===== src/rtl/bram_port_arbiter_if.sv =====
// Bundle of requester-side handshake signals and BRAM-side port signals
// for bram_port_arbiter.
//   req_valid/req_we/req_addr/req_data : requester requests (packed per index)
//   req_ready                          : per-requester grant
//   rsp_valid/rsp_data                 : per-requester read responses
//   ena/enb, wea/web, addra/addrb,
//   dia/dib                            : BRAM port A/B controls and write data
//   doa/dob                            : BRAM port A/B read data
// Modport slave is the arbiter view, master is the client/BRAM view.
interface bram_port_arbiter_if #(
    parameter int DATA_WIDTH = 36,
    parameter int ADDR_WIDTH = 9,
    parameter int NUM_REQ    = 4
);
    logic [NUM_REQ-1:0]            req_valid;
    logic [NUM_REQ-1:0]            req_we;
    logic [NUM_REQ*ADDR_WIDTH-1:0] req_addr;
    logic [NUM_REQ*DATA_WIDTH-1:0] req_data;
    logic [NUM_REQ-1:0]            req_ready;
    logic [NUM_REQ-1:0]            rsp_valid;
    logic [NUM_REQ*DATA_WIDTH-1:0] rsp_data;
    logic                          ena;
    logic                          enb;
    logic                          wea;
    logic                          web;
    logic [ADDR_WIDTH-1:0]         addra;
    logic [ADDR_WIDTH-1:0]         addrb;
    logic [DATA_WIDTH-1:0]         dia;
    logic [DATA_WIDTH-1:0]         dib;
    logic [DATA_WIDTH-1:0]         doa;
    logic [DATA_WIDTH-1:0]         dob;

    modport slave (
        input  req_valid, req_we, req_addr, req_data, doa, dob,
        output req_ready, rsp_valid, rsp_data,
        output ena, enb, wea, web, addra, addrb, dia, dib
    );

    modport master (
        output req_valid, req_we, req_addr, req_data, doa, dob,
        input  req_ready, rsp_valid, rsp_data,
        input  ena, enb, wea, web, addra, addrb, dia, dib
    );
endinterface


===== src/rtl/bram_port_arbiter.sv =====
// bram_port_arbiter
// Shares the two ports of one dual-ported BRAM among NUM_REQ requesters.
// Each cycle a round-robin scan starting at the pointer grants the first
// valid requester to port A and the next one to port B. Port B is withheld
// when both hit the same address and either one writes. Reads return their
// data to the issuing requester two cycles after the grant.
// Ports:
//   clka : clock (also clocks the BRAM)
//   rst  : asynchronous active-high reset
//   bus  : bram_port_arbiter_if.slave (requests, grants, responses, BRAM pins)
module bram_port_arbiter #(
    parameter int DATA_WIDTH = 36,
    parameter int ADDR_WIDTH = 9,
    parameter int NUM_REQ    = 4,
    parameter int IDX_W      = 3
) (
    input logic                clka,
    input logic                rst,
    bram_port_arbiter_if.slave bus
);

    // Internal arrays are padded to a power of two so an IDX_W-bit index
    // selects exactly; padding slots never request.
    localparam int SLOTS = 2**IDX_W;

    typedef logic [IDX_W-1:0] idx_t;
    typedef logic [IDX_W:0]   scan_t;

    logic [SLOTS-1:0]      valid_arr;
    logic [SLOTS-1:0]      we_arr;
    logic [ADDR_WIDTH-1:0] addr_arr [SLOTS];
    logic [DATA_WIDTH-1:0] data_arr [SLOTS];

    generate
        for (genvar gi = 0; gi < SLOTS; gi++) begin : g_unpack
            if (gi < NUM_REQ) begin : g_real
                assign valid_arr[gi] = bus.req_valid[gi];
                assign we_arr[gi]    = bus.req_we[gi];
                assign addr_arr[gi]  = bus.req_addr[gi*ADDR_WIDTH +: ADDR_WIDTH];
                assign data_arr[gi]  = bus.req_data[gi*DATA_WIDTH +: DATA_WIDTH];
            end else begin : g_pad
                assign valid_arr[gi] = 1'b0;
                assign we_arr[gi]    = 1'b0;
                assign addr_arr[gi]  = '0;
                assign data_arr[gi]  = '0;
            end
        end
    endgenerate

    function automatic idx_t next_idx(input idx_t x);
        return (x == idx_t'(NUM_REQ - 1)) ? '0 : x + idx_t'(1);
    endfunction

    idx_t  ptr_reg;
    idx_t  ptr_next;
    logic  ga_found;
    logic  gb_found;
    idx_t  ga_idx;
    idx_t  gb_idx;
    scan_t scan;
    logic  conflict;
    logic  grant_a;
    logic  grant_b;

    // Round-robin scan: first valid index from ptr goes to A, second to B.
    always_comb begin
        ga_found = 1'b0;
        gb_found = 1'b0;
        ga_idx   = '0;
        gb_idx   = '0;
        scan     = '0;
        for (int k = 0; k < NUM_REQ; k++) begin
            scan = {1'b0, ptr_reg} + scan_t'(k);
            if (scan >= scan_t'(NUM_REQ)) begin
                scan = scan - scan_t'(NUM_REQ);
            end
            if (valid_arr[scan[IDX_W-1:0]]) begin
                if (!ga_found) begin
                    ga_found = 1'b1;
                    ga_idx   = scan[IDX_W-1:0];
                end else if (!gb_found) begin
                    gb_found = 1'b1;
                    gb_idx   = scan[IDX_W-1:0];
                end
            end
        end
    end

    // A write sharing an address with the other port would race inside the
    // BRAM, so B backs off; two reads of one address are harmless.
    assign conflict = (addr_arr[ga_idx] == addr_arr[gb_idx]) &&
                      (we_arr[ga_idx] || we_arr[gb_idx]);
    assign grant_a  = ga_found && !rst;
    assign grant_b  = gb_found && !conflict && !rst;

    always_comb begin
        ptr_next = ptr_reg;
        if (grant_b) begin
            ptr_next = next_idx(gb_idx);
        end else if (grant_a) begin
            ptr_next = next_idx(ga_idx);
        end
    end

    logic [NUM_REQ-1:0] ready_vec;
    always_comb begin
        ready_vec = '0;
        for (int i = 0; i < NUM_REQ; i++) begin
            if ((grant_a && ga_idx == idx_t'(i)) || (grant_b && gb_idx == idx_t'(i))) begin
                ready_vec[i] = 1'b1;
            end
        end
    end
    assign bus.req_ready = ready_vec;

    assign bus.ena   = grant_a;
    assign bus.wea   = grant_a && we_arr[ga_idx];
    assign bus.addra = grant_a ? addr_arr[ga_idx] : '0;
    assign bus.dia   = grant_a ? data_arr[ga_idx] : '0;
    assign bus.enb   = grant_b;
    assign bus.web   = grant_b && we_arr[gb_idx];
    assign bus.addrb = grant_b ? addr_arr[gb_idx] : '0;
    assign bus.dib   = grant_b ? data_arr[gb_idx] : '0;

    // Stage registers remember which requester owns the read data that the
    // BRAM presents on DOA/DOB one cycle after the grant.
    logic sa_valid_reg;
    logic sb_valid_reg;
    idx_t sa_idx_reg;
    idx_t sb_idx_reg;
    logic [NUM_REQ-1:0] rsp_valid_reg;
    logic [NUM_REQ-1:0] rsp_valid_next;

    always_comb begin
        rsp_valid_next = '0;
        for (int i = 0; i < NUM_REQ; i++) begin
            if ((sa_valid_reg && sa_idx_reg == idx_t'(i)) ||
                (sb_valid_reg && sb_idx_reg == idx_t'(i))) begin
                rsp_valid_next[i] = 1'b1;
            end
        end
    end

    always_ff @(posedge clka or posedge rst) begin
        if (rst) begin
            ptr_reg       <= '0;
            sa_valid_reg  <= 1'b0;
            sb_valid_reg  <= 1'b0;
            sa_idx_reg    <= '0;
            sb_idx_reg    <= '0;
            rsp_valid_reg <= '0;
        end else begin
            ptr_reg       <= ptr_next;
            sa_valid_reg  <= grant_a && !we_arr[ga_idx];
            sb_valid_reg  <= grant_b && !we_arr[gb_idx];
            sa_idx_reg    <= ga_idx;
            sb_idx_reg    <= gb_idx;
            rsp_valid_reg <= rsp_valid_next;
        end
    end

    assign bus.rsp_valid = rsp_valid_reg;

    // Each requester holds at most one grant per cycle, so at most one port
    // can target a given slice; the slice keeps its value otherwise.
    logic [DATA_WIDTH-1:0] rsp_data_reg [NUM_REQ];

    generate
        for (genvar gi = 0; gi < NUM_REQ; gi++) begin : g_rsp
            always_ff @(posedge clka or posedge rst) begin
                if (rst) begin
                    rsp_data_reg[gi] <= '0;
                end else if (sa_valid_reg && sa_idx_reg == idx_t'(gi)) begin
                    rsp_data_reg[gi] <= bus.doa;
                end else if (sb_valid_reg && sb_idx_reg == idx_t'(gi)) begin
                    rsp_data_reg[gi] <= bus.dob;
                end
            end
            assign bus.rsp_data[gi*DATA_WIDTH +: DATA_WIDTH] = rsp_data_reg[gi];
        end
    endgenerate

endmodule


===== src/flat_wrapper.sv =====
// flat-port wrapper written by rule: the top's interface ports become plain ports
module bram_port_arbiter_flat 
#(
    parameter int DATA_WIDTH = 36,
    parameter int ADDR_WIDTH = 9,
    parameter int NUM_REQ    = 4,
    parameter int IDX_W      = 3
)
  (clka, rst, bus_req_valid, bus_req_we, bus_req_addr, bus_req_data, bus_doa, bus_dob, bus_req_ready, bus_rsp_valid, bus_rsp_data, bus_ena, bus_enb, bus_wea, bus_web, bus_addra, bus_addrb, bus_dia, bus_dib);
  bram_port_arbiter_if #(.DATA_WIDTH(DATA_WIDTH), .ADDR_WIDTH(ADDR_WIDTH), .NUM_REQ(NUM_REQ)) bus_i ();
  input logic clka;
  input logic rst;
  input wire logic [$bits(bus_i.req_valid)-1:0] bus_req_valid;
  input wire logic [$bits(bus_i.req_we)-1:0] bus_req_we;
  input wire logic [$bits(bus_i.req_addr)-1:0] bus_req_addr;
  input wire logic [$bits(bus_i.req_data)-1:0] bus_req_data;
  input wire logic [$bits(bus_i.doa)-1:0] bus_doa;
  input wire logic [$bits(bus_i.dob)-1:0] bus_dob;
  output wire logic [$bits(bus_i.req_ready)-1:0] bus_req_ready;
  output wire logic [$bits(bus_i.rsp_valid)-1:0] bus_rsp_valid;
  output wire logic [$bits(bus_i.rsp_data)-1:0] bus_rsp_data;
  output wire logic [$bits(bus_i.ena)-1:0] bus_ena;
  output wire logic [$bits(bus_i.enb)-1:0] bus_enb;
  output wire logic [$bits(bus_i.wea)-1:0] bus_wea;
  output wire logic [$bits(bus_i.web)-1:0] bus_web;
  output wire logic [$bits(bus_i.addra)-1:0] bus_addra;
  output wire logic [$bits(bus_i.addrb)-1:0] bus_addrb;
  output wire logic [$bits(bus_i.dia)-1:0] bus_dia;
  output wire logic [$bits(bus_i.dib)-1:0] bus_dib;
  assign bus_i.req_valid = bus_req_valid;
  assign bus_i.req_we = bus_req_we;
  assign bus_i.req_addr = bus_req_addr;
  assign bus_i.req_data = bus_req_data;
  assign bus_i.doa = bus_doa;
  assign bus_i.dob = bus_dob;
  assign bus_req_ready = bus_i.req_ready;
  assign bus_rsp_valid = bus_i.rsp_valid;
  assign bus_rsp_data = bus_i.rsp_data;
  assign bus_ena = bus_i.ena;
  assign bus_enb = bus_i.enb;
  assign bus_wea = bus_i.wea;
  assign bus_web = bus_i.web;
  assign bus_addra = bus_i.addra;
  assign bus_addrb = bus_i.addrb;
  assign bus_dia = bus_i.dia;
  assign bus_dib = bus_i.dib;
  bram_port_arbiter #(.DATA_WIDTH(DATA_WIDTH), .ADDR_WIDTH(ADDR_WIDTH), .NUM_REQ(NUM_REQ), .IDX_W(IDX_W)) u_core (.clka(clka), .rst(rst), .bus(bus_i));
endmodule

===== config.mk =====
export PLATFORM = sky130hd
export DESIGN_NAME = bram_port_arbiter_flat
export DESIGN_NICKNAME = d
export VERILOG_FILES = /design/src/rtl/bram_port_arbiter_if.sv /design/src/rtl/bram_port_arbiter.sv /design/src/flat_wrapper.sv
export SDC_FILE = /design/constraint.sdc
export NUM_CORES = 1
export LEC_CHECK = 0
export ABC_AREA = 1
export ABC_CLOCK_PERIOD_IN_PS = 5200
export BUFFER_PORTS_ARGS = -buffer_cell sky130_fd_sc_hd__buf_2
export CORE_AREA = 2 2 195 197
export CTS_BUF_LIST = sky130_fd_sc_hd__clkbuf_4
export DETAILED_ROUTE_END_ITERATION = 16
export DIE_AREA = 0 0 197 199
export GPL_TIMING_DRIVEN = 0
export PLACE_DENSITY = 0.62
export SLEW_MARGIN = 20
export SYNTH_ARGS = -nofsm -noshare
export SYNTH_HDL_FRONTEND = slang
export SYNTH_SLANG_ARGS = --single-unit
export TNS_END_PERCENT = 10

===== constraint.sdc =====
create_clock -name clka -period 5.2 [get_ports clka]
set_input_delay 1.04 -clock clka [delete_from_list [all_inputs] [get_ports clka]]
set_output_delay 1.04 -clock clka [all_outputs]
set_load 0.02 [all_outputs]

==> results.py <==
metrics = {
    "detailed_routing": {
        "num_vias": 15000,
        "dr.pass1.iters": 6,
        "drc": 0,
        "ant_nets": 0,
        "wl_per_cell_um": 21.5,
        "wl_um": 60300,
        "vias_per_cell": 5.35,
        "first_iter_violations": 994,
    },
    "setup_path": {
        "arrival_ns": 4.12,
        "cp-start-kind": "flip-flop",
        "ff2ff_path_depth": 23,
        "r2r-end": "u_core.ptr_reg[1]$_DFFE_PP0P_",
        "endpoint": "bus_addra[5]",
        "timing.rr.start": "u_core.ptr_reg[0]$_DFFE_PP0P_",
        "critPathKind": "reg2out",
        "endpoint_kind": "primary output",
        "r2r_slack_ns": 1.80,
        "critPathLaunch": "u_core.ptr_reg[0]$_DFFE_PP0P_",
        "critPathRequiredTime_ns": 4.16,
        "cp_max_fo": 10,
    },
    "clock_network": {
        "htreeDepth": 4,
        "cts_sinks": 159,
        "cts_hold_repair.buffers": 0,
        "tritoncts": "done",
        "root_buffer": "clkbuf_4",
        "clk_path_buf_depth": 2,
        "clk_latency_ns": 0.61,
        "clkTransAtPathRegs_ns": 0.15,
        "numCtsBuffers": 17,
    },
    "timing": {
        "grt_setup_unrepaired": "true",
        "setup_ws_ns": 0.0444,
        "post-route-period-util_pct": 99.1,
        "whs_ns": 0.493,
        "timing.fmax_mhz": 194,
        "final.setup_skew_ns": 0.0298,
        "fin_crit_ns": 5.16,
        "worst_pin_slew_ns": 0.950,
        "hold_violations": 0,
        "maxSlewViolCount": 0,
        "slew_headroom_pct": 36.4,
        "setup_viol": 0,
    },
    "synthesis": {
        "synth_cell_types": 32,
        "synth-async-reset-ratio_pct": 100,
        "synth-seq-cells": 159,
        "yosys.cell_count.top_type": "nand2_1",
        "synth_top_area_share_pct": 35.0,
        "synth_top_cell_by_area": "dfrtp_1",
        "yosys_warnings": 0,
        "seq_area_frac_synth_pct": 35.0,
        "avgSynthCellArea_um2": 6.50,
        "synth_edf_count": 0,
        "netlist_top_cells_area": "dfrtp_1 (35%), nand2_1 (18%), a21oi_1 (11%), nand3_1 (6.9%), o21ai_0 (6.1%)",
        "syn_inst": 1748,
        "synth_common_cells": "nand2_1 (548), a21oi_1 (244), nor2_1 (176), dfrtp_1 (159), nand3_1 (156)",
        "ys.flop_type": "dfrtp_1",
        "syn_area_um2": 11400,
    },
    "place": {
        "placed_cell_area_um2": 14700,
        "dp_hpwl_um": 47100,
        "io_buffers": 507,
        "dp_slack_ns": -0.270,
        "gp_congestion": 0.999,
    },
    "cells_and_area": {
        "largest_reg_flops": 144,
        "nFillCells": 4018,
        "nets": 2578,
        "post-route-util_pct": 42.0,
        "fin_area_um2": 15600,
        "area_growth_pct": 37.1,
        "drive_above_1_share_pct": 30.3,
    },
    "global_route": {
        "grt_pass1_vias": 14400,
        "grt_usage_pct": 29.6,
        "antenna_found_initial": 18,
        "grt_pass1_wl_um": 87700,
        "overflow": 0,
        "grt_max_degree": 31,
    },
    "worst_hold_path": {
        "hp-class": "in2async",
    },
    "die": {
        "die_y_um": 199,
        "io_pins": 508,
        "die_x_um": 197,
        "core-area_um2": 37100,
        "die-area_um2": 39200,
        "rows": 71,
        "start_util_pct": 30.6,
    },
    "status": {
        "outcome": "finished clean",
    },
    "run": {
        "cap_violations": 0,
    },
}
worst max-delay path, cell delays in order (launching register included):
cell,delay [ns]
dfrtp_1,0.44
buf_6,0.14
ha_1,0.19
nand4_1,0.11
buf_4,0.13
nand3_4,0.10
nand2_2,0.15
nor2_4,0.05
a21oi_1,0.73
inv_1,0.21
clkbuf_1,0.34
clkbuf_1,0.38
nor2_1,0.31
buf_2,0.22
area by class of cell:
type | count | area [µm²] | share of cell area, %
inverters | 80 | 317 | 2.03
well taps | 474 | 593 | 3.80
repair buffers | 536 | 2970 | 19.0
diodes | 15 | 37.5 | 0.241
plain buffers | 126 | 679 | 4.36
clock inverters | 15 | 111 | 0.714
flip-flops and latches | 159 | 3980 | 25.5
clock buffers | 17 | 128 | 0.819
multi-input cells | 1384 | 6780 | 43.5
cells in the final DEF (no fill, tap or decap), drive strengths merged:
cell,instances
buf,568
nand2,559
a21oi,245
nor2,178
dfrtp,159
nand3,158
o21ai,139
clkbuf,111
inv,82
mux2i,36
a221oi,36
diode,15
ha,12
o211ai,11
clkinv,10
nor3,5
clkinvlp,3
conb,2
nand4,1
or2,1
a211oi,1
metrics by stage:
step	TNS, ns	std cells
2_1_floorplan	0	1749
3_3_place_gp	-0.486	2730
3_5_place_dp	-0.621	2737
4_1_cts	0	2779
5_1_grt	-2.34	2804
6_report	0	2806
logic make-up (layout without fill, tap and decap cells):
kind of cell | Yosys count | count (layout) | share of synthesized area [%]
and+or+nand+nor | 902 | 902 | 32.1
AOI/OAI and AO/OA | 432 | 432 | 20.7
buffers and inverters | 206 | 774 | 7.69
DFF | 159 | 159 | 35.0
muxes | 36 | 36 | 3.17
adders and majority gates | 12 | 12 | 1.32
other | 1 | 17 | 0.0330
how the worst min path moves through the flow:
| stage | cells past startpoint | slack, ns | to | start |
|---|---|---|---|---|
| after CTS | 2 | 0.44 | u_core.bus.rsp_data[19]$_DFFE_PP0P_ | rst |
| final | 2 | 0.49 | u_core.bus.rsp_data[19]$_DFFE_PP0P_ | rst |
| after detailed placement | 2 | 0.47 | u_core.bus.rsp_data[75]$_DFFE_PP0P_ | u_core.bus.rsp_data[75]$_DFFE_PP0P_ |
| after global placement | 2 | 0.46 | u_core.bus.rsp_data[78]$_DFFE_PP0P_ | u_core.bus.rsp_data[78]$_DFFE_PP0P_ |
| after floorplan | 2 | 0.50 | u_core.ptr_reg[2]$_DFFE_PP0P_ | u_core.ptr_reg[2]$_DFFE_PP0P_ |
| after global routing | 2 | 0.49 | u_core.bus.rsp_data[19]$_DFFE_PP0P_ | rst |
what timing repair did:
action	in CTS	in global routing
cloned	1	2
setup buffers	9	10
setup endpoints to repair	96	65
pin swaps	2	12
gates resized for setup	65	79
per-layer routing:
metal	GRT usage, %	part of all wire (%)	up-vias
met3	5.36	7.2	121
met2	53.6	51	752
met1	34.4	38	7191
met5	0	0.063	-
li1	-	-	6951
met4	12.0	3.5	6
Power is not shown: default switching activity piles up to over one toggle a cycle in this logic, so the estimate is an artifact.
